## config.mk

```make
export PLATFORM = sky130hd
export DESIGN_NAME = latch_bank_write_ctrl
export DESIGN_NICKNAME = d
export VERILOG_FILES = /design/src/rtl/latch_bank_write_ctrl.sv
export SDC_FILE = /design/constraint.sdc
export NUM_CORES = 1
export LEC_CHECK = 0
export ABC_AREA = 1
export CAP_MARGIN = 25
export CORE_ASPECT_RATIO = 0.6
export CORE_UTILIZATION = 42
export DETAILED_ROUTE_END_ITERATION = 7
export PLACE_DENSITY = 0.81
export SLEW_MARGIN = 20
export SYNTH_ARGS = -nofsm -noshare
export SYNTH_HDL_FRONTEND = slang
export SYNTH_SLANG_ARGS = --single-unit
export TNS_END_PERCENT = 5
```

## constraint.sdc

```tcl
create_clock -name clk -period 1.3 [get_ports clk]
set_input_delay 0.26 -clock clk [delete_from_list [all_inputs] [get_ports clk]]
set_output_delay 0.26 -clock clk [all_outputs]
set_load 0.005 [all_outputs]
```

## src/rtl/latch_bank_write_ctrl.sv

```systemverilog
// -----------------------------------------------------------------------------
// latch_bank_write_ctrl
//
// Write sequencer and arbiter for a bank of transparent active-high D latches
// that share an active-low clear. Two requesters (port 0 = writeback,
// port 1 = load) share the bank. Each granted write becomes a
// setup / enable / hold sequence, so data is stable around the enable pulse.
// Bank-wide clears are issued on request. Every latch-facing output comes
// straight from a flop, so no combinational path reaches a latch enable.
//
// Optional build macro:
//   LATCH_WR_LONG_PULSE_EN - stretch the enable pulse to two cycles
//                            (for slow discrete-gate latch builds).
//
// Ports:
//   clk            system clock, rising edge
//   rst            asynchronous active-high reset
//   req0/req1      write requests (level, held until matching ack)
//   addr0/addr1    target register index (AW bits)
//   data0/data1    write data (WIDTH bits)
//   ack0/ack1      one-cycle write-complete pulses
//   clr_req        bank clear request (level)
//   clr_ack        one-cycle pulse during the clear cycle
//   lat_d          data bus to all latch d inputs
//   lat_en         one-hot latch enables (NREGS bits)
//   lat_nclr       shared active-low latch clear
//   busy           high whenever the sequencer is not idle
// -----------------------------------------------------------------------------
module latch_bank_write_ctrl #(
    parameter int WIDTH = 8,
    parameter int NREGS = 4,
    parameter int AW    = 2
) (
    input  logic             clk,
    input  logic             rst,
    input  logic             req0,
    input  logic             req1,
    input  logic [AW-1:0]    addr0,
    input  logic [AW-1:0]    addr1,
    input  logic [WIDTH-1:0] data0,
    input  logic [WIDTH-1:0] data1,
    output logic             ack0,
    output logic             ack1,
    input  logic             clr_req,
    output logic             clr_ack,
    output logic [WIDTH-1:0] lat_d,
    output logic [NREGS-1:0] lat_en,
    output logic             lat_nclr,
    output logic             busy
);

`ifdef LATCH_WR_LONG_PULSE_EN
    localparam logic LONG_PULSE = 1'b1;
`else
    localparam logic LONG_PULSE = 1'b0;
`endif

    typedef enum logic [2:0] {
        S_IDLE  = 3'd0,
        S_SETUP = 3'd1,
        S_PULSE = 3'd2,
        S_HOLD  = 3'd3,
        S_CLEAR = 3'd4
    } state_t;

    state_t state_q, state_d;

    // Sequencer context captured at accept.
    logic             last_q, last_d;      // 1 = port 1 was granted most recently
    logic             port_q, port_d;      // port owning the write in flight
    logic [AW-1:0]    addr_q, addr_d;
    logic [WIDTH-1:0] data_q, data_d;
    logic             pulse_cnt_q, pulse_cnt_d;
    logic             grant1;

    // Registered outputs; their next values are derived from state_d so each
    // output lines up with the state it belongs to.
    logic [WIDTH-1:0] lat_d_q, lat_d_d;
    logic [NREGS-1:0] lat_en_q, lat_en_d;
    logic             lat_nclr_q, lat_nclr_d;
    logic             ack0_q, ack0_d;
    logic             ack1_q, ack1_d;
    logic             clr_ack_q, clr_ack_d;
    logic             busy_q, busy_d;

    // -------------------------------------------------------------------------
    // State and output registers
    // -------------------------------------------------------------------------
    always_ff @(posedge clk or posedge rst) begin
        if (rst) begin
            state_q     <= S_IDLE;
            last_q      <= 1'b1;          // so port 0 wins the first contention
            port_q      <= 1'b0;
            addr_q      <= '0;
            data_q      <= '0;
            pulse_cnt_q <= 1'b0;
            lat_d_q     <= '0;
            lat_en_q    <= '0;
            lat_nclr_q  <= 1'b1;
            ack0_q      <= 1'b0;
            ack1_q      <= 1'b0;
            clr_ack_q   <= 1'b0;
            busy_q      <= 1'b0;
        end else begin
            state_q     <= state_d;
            last_q      <= last_d;
            port_q      <= port_d;
            addr_q      <= addr_d;
            data_q      <= data_d;
            pulse_cnt_q <= pulse_cnt_d;
            lat_d_q     <= lat_d_d;
            lat_en_q    <= lat_en_d;
            lat_nclr_q  <= lat_nclr_d;
            ack0_q      <= ack0_d;
            ack1_q      <= ack1_d;
            clr_ack_q   <= clr_ack_d;
            busy_q      <= busy_d;
        end
    end

    // -------------------------------------------------------------------------
    // Next-state logic and arbitration
    // -------------------------------------------------------------------------
    always_comb begin
        state_d     = state_q;
        last_d      = last_q;
        port_d      = port_q;
        addr_d      = addr_q;
        data_d      = data_q;
        pulse_cnt_d = 1'b0;
        // Port 1 wins when it is alone, or when both request and port 0 went last.
        grant1      = req1 && (!req0 || !last_q);

        case (state_q)
            S_IDLE: begin
                if (clr_req) begin
                    state_d = S_CLEAR;
                end else if (req0 || req1) begin
                    port_d  = grant1;
                    last_d  = grant1;
                    addr_d  = grant1 ? addr1 : addr0;
                    data_d  = grant1 ? data1 : data0;
                    state_d = S_SETUP;
                end
            end
            S_SETUP: state_d = S_PULSE;
            S_PULSE: begin
                // Long-pulse builds spend one extra cycle here.
                if (LONG_PULSE && !pulse_cnt_q) begin
                    pulse_cnt_d = 1'b1;
                end else begin
                    state_d = S_HOLD;
                end
            end
            S_HOLD:  state_d = S_IDLE;
            S_CLEAR: state_d = S_IDLE;
            default: state_d = S_IDLE;
        endcase
    end

    // -------------------------------------------------------------------------
    // Output logic (next values of the output registers)
    // -------------------------------------------------------------------------
    always_comb begin
        // lat_d only moves on entry to SETUP, which is only reachable from IDLE.
        lat_d_d    = (state_d == S_SETUP) ? data_d : lat_d_q;
        lat_nclr_d = (state_d != S_CLEAR);
        clr_ack_d  = (state_d == S_CLEAR);
        ack0_d     = (state_d == S_HOLD) && !port_d;
        ack1_d     = (state_d == S_HOLD) &&  port_d;
        busy_d     = (state_d != S_IDLE);
    end

    // One decoder bit per latch; an address >= NREGS matches no bit, so the
    // sequence runs with all enables low.
    generate
        for (genvar gi = 0; gi < NREGS; gi++) begin : g_en
            assign lat_en_d[gi] = (state_d == S_PULSE) && (addr_d == AW'(gi));
        end
    endgenerate

    assign lat_d    = lat_d_q;
    assign lat_en   = lat_en_q;
    assign lat_nclr = lat_nclr_q;
    assign ack0     = ack0_q;
    assign ack1     = ack1_q;
    assign clr_ack  = clr_ack_q;
    assign busy     = busy_q;

endmodule

```

==> run metrics <==
Tmin final=1340 ps; max-cap violations=0; Final Wtd Congestion=0.802; largest net degree at the start of global routing=25; register area=604 sq um; # rows=14; slowest stage delay, CP=550 ps; WS Path Type=in -> reg; area of the mapped netlist=1120 sq um; WP data arrival=1490 ps; worst vdd ir=956 uV; Final setup violation count=8; synthesized flop and latch total=24; sw power=1130 uW; Top Family by Delay on Critical Path=buffers and inverters; Fmax achieved=746 MHz; CP Cell Sequence=clkdlybuf4s50_1, nand2_2, nand2_4, buf_4, clkinvlp_4, o211ai_2, nand2_1; crit start category=input port; die area=2880 sq um; relative slew slack=84.9%; clk slew on worst S/H paths=90 ps; Pleak=0.000898 uW; Area Overhead vs Synth=56.8%; Mapped Cells=115; pwr dens=1790 nW/um^2; maximum clock insertion buffer count=2; Hold WS=321 ps; slowest library cell on the worst path=clkdlybuf4s50_1; clk_lat worst skew=270 ps; HP Class=in -> async; CTS root buffer=clkbuf_8; PortBufs=41; Clk network pwr share=15.9%; Final #Nets=196; commonest non-fill, non-tap cell in the layout=nand2_1; vias in the first global route=946; worst r2r src=last_q$_DFFE_PP1P_; multi-input logic area=477 sq um; Synth Area per Inst=9.74 sq um; initial antenna violation count=0; die height=42.0 um; post-route cell area=1760 sq um; core region area=2520 sq um; RSZ-0062 raised after global routing=true; final non-filler cell total=202; routed len/inst=14.2 um; Final Max Slew Viols=0; clock sinks=24; Seq/Total Area, Yosys=53.9%; Placed Cells=194; Tightest Pin Transition=226 ps; antenna viol nets, final=0; period utilisation layout=103%; I/O Pins=42; Die W=68.7 um; drc violations=0; Internal Power=2020 uW; layout cells sized above 1=24.7%; switching part of the total=35.9%; failing checks=negative setup slack; Fillers=177; YS warnings=0; drt pass-1 iters=4; drt total wl=2.88 mm; hold buffers post-CTS=0; GRT Total Usage=21.2%; Crit. Startpoint=req0; Setup Skew=7.79 ps; Synthesized Nets=140; CP Max Fanout=5; setup ws final=-41.0 ps; DP Area=1640 sq um; GR Overflow Total=0; CP Capture Type=register; Setup WS pre-CTS=-284 ps; post-DR vias/cell=4.83; Vias=975; commonest non-fill, non-tap cells in the layout=nand2_1, clkdlybuf4s50_1, dfrtp_1; DR iter-0 viols=26; Initial Utilization=44.4%; first-pass GRT wire length=4.34 mm; Fin. Hold Viols=0; CP required=1450 ps; Netlist cell types=19; CTS tree=yes; Reg power frac=39.8%; outcome=complete, but fails checks; H-tree depth=1; Buf+Inv Stages, Crit Path=3; diode count=0; Comb power frac=44.3%; DPL Wire Length=2.08 mm; clock buffer count from CTS=3
[Yosys cell counts (all sizes together)]
| cell type | number | area, sq um |
|---|---|---|
| dfrtp | 22 | 551 |
| nand3 | 2 | 10.0 |
| nand3b | 2 | 15.0 |
| nand2 | 35 | 146 |
| nand4 | 3 | 18.8 |
| o211ai | 8 | 100 |
| buf | 3 | 20.0 |
| or2 | 8 | 50.1 |
| inv | 14 | 52.6 |
| o21ai | 4 | 27.5 |
| nor2 | 12 | 76.3 |
| dfstp | 2 | 52.6 |
[stage by stage]
stage               utilization (%)  total power, uW  TNS, ps
floorplan                         -             1940        0
global placement               65.1             2590    -3240
detailed placement             65.1             2680    -4010
CTS                            66.4             3040     -124
global route                   69.6             3370     -576
finish                         69.6             3150     -205
[worst paths after layout]
| check | end | slack [ps] | cells past startpoint |
|---|---|---|---|
| min | lat_en[3]$_DFF_PP0_ | 320 | 3 |
| min in group clk | lat_d[3]$_DFFE_PP0N_ | 480 | 2 |
| min reg2reg | lat_d[3]$_DFFE_PP0N_ | 480 | 2 |
| max in group asynchronous | lat_nclr$_DFF_PP1_ | 750 | 3 |
| max reg2reg | lat_d[0]$_DFFE_PP0N_ | -10 | 6 |
| max | lat_d[0]$_DFFE_PP0N_ | -40 | 7 |
[timing repair]
item                       CTS  global route
buffers inserted             0             3
pin swaps                    1             6
resized for setup           18            10
setup endpoints to repair   27            15
hold endpoints to repair     0             0
cloned                       0             1
[registers in the layout, summed over array words and instances (netlist names)]
register,cells
lat_d,8
lat_en,4
state_q,3
addr_q,2
ack0,1
ack1,1
busy,1
clr_ack,1
last_q,1
lat_nclr,1
port_q,1
[power by group through the flow]
stage	Combinational [uW]	Sequential [uW]	Clock [uW]
final	1390	1250	502
after detailed placement	1410	1270	0
after floorplan	691	1250	0
after CTS	1280	1240	510
after global placement	1350	1240	0
after global routing	1540	1300	536
[tightest hold or removal path, delay by kind of cell]
kind	cells	cell delay, ps
buf+inv	3	680
[layer usage]
layer | global-route usage, % | vias up | share of wire (%)
li1 | - | 475 | -
met1 | 26.6 | 452 | 40
met2 | 35.3 | 37 | 50
met3 | 5.16 | 11 | 5.5
met4 | 7.92 | 0 | 3.8
met5 | 0 | - | 0
[logic make-up (layout without fill, tap and decap cells)]
logic type,Yosys count,in the layout,synth area share [%]
AND/OR/NAND/NOR,62,62,28.3
buffers and inverters,17,72,6.48
AO/OA/AOI/OAI,12,12,11.4
flip-flops,24,24,53.9
[layout make-up]
| cell class | instances | share of cell area (%) |
|---|---|---|
| Clock buffer | 4 | 3.14 |
| Inverter | 14 | 3.21 |
| Multi-Input combinational cell | 74 | 27.2 |
| Sequential cell | 24 | 34.4 |
| Tap cell | 32 | 2.28 |
| Timing Repair Buffer | 53 | 29.4 |
| Timing Repair inverter | 1 | 0.428 |
Power figures use the tool's default switching activity.
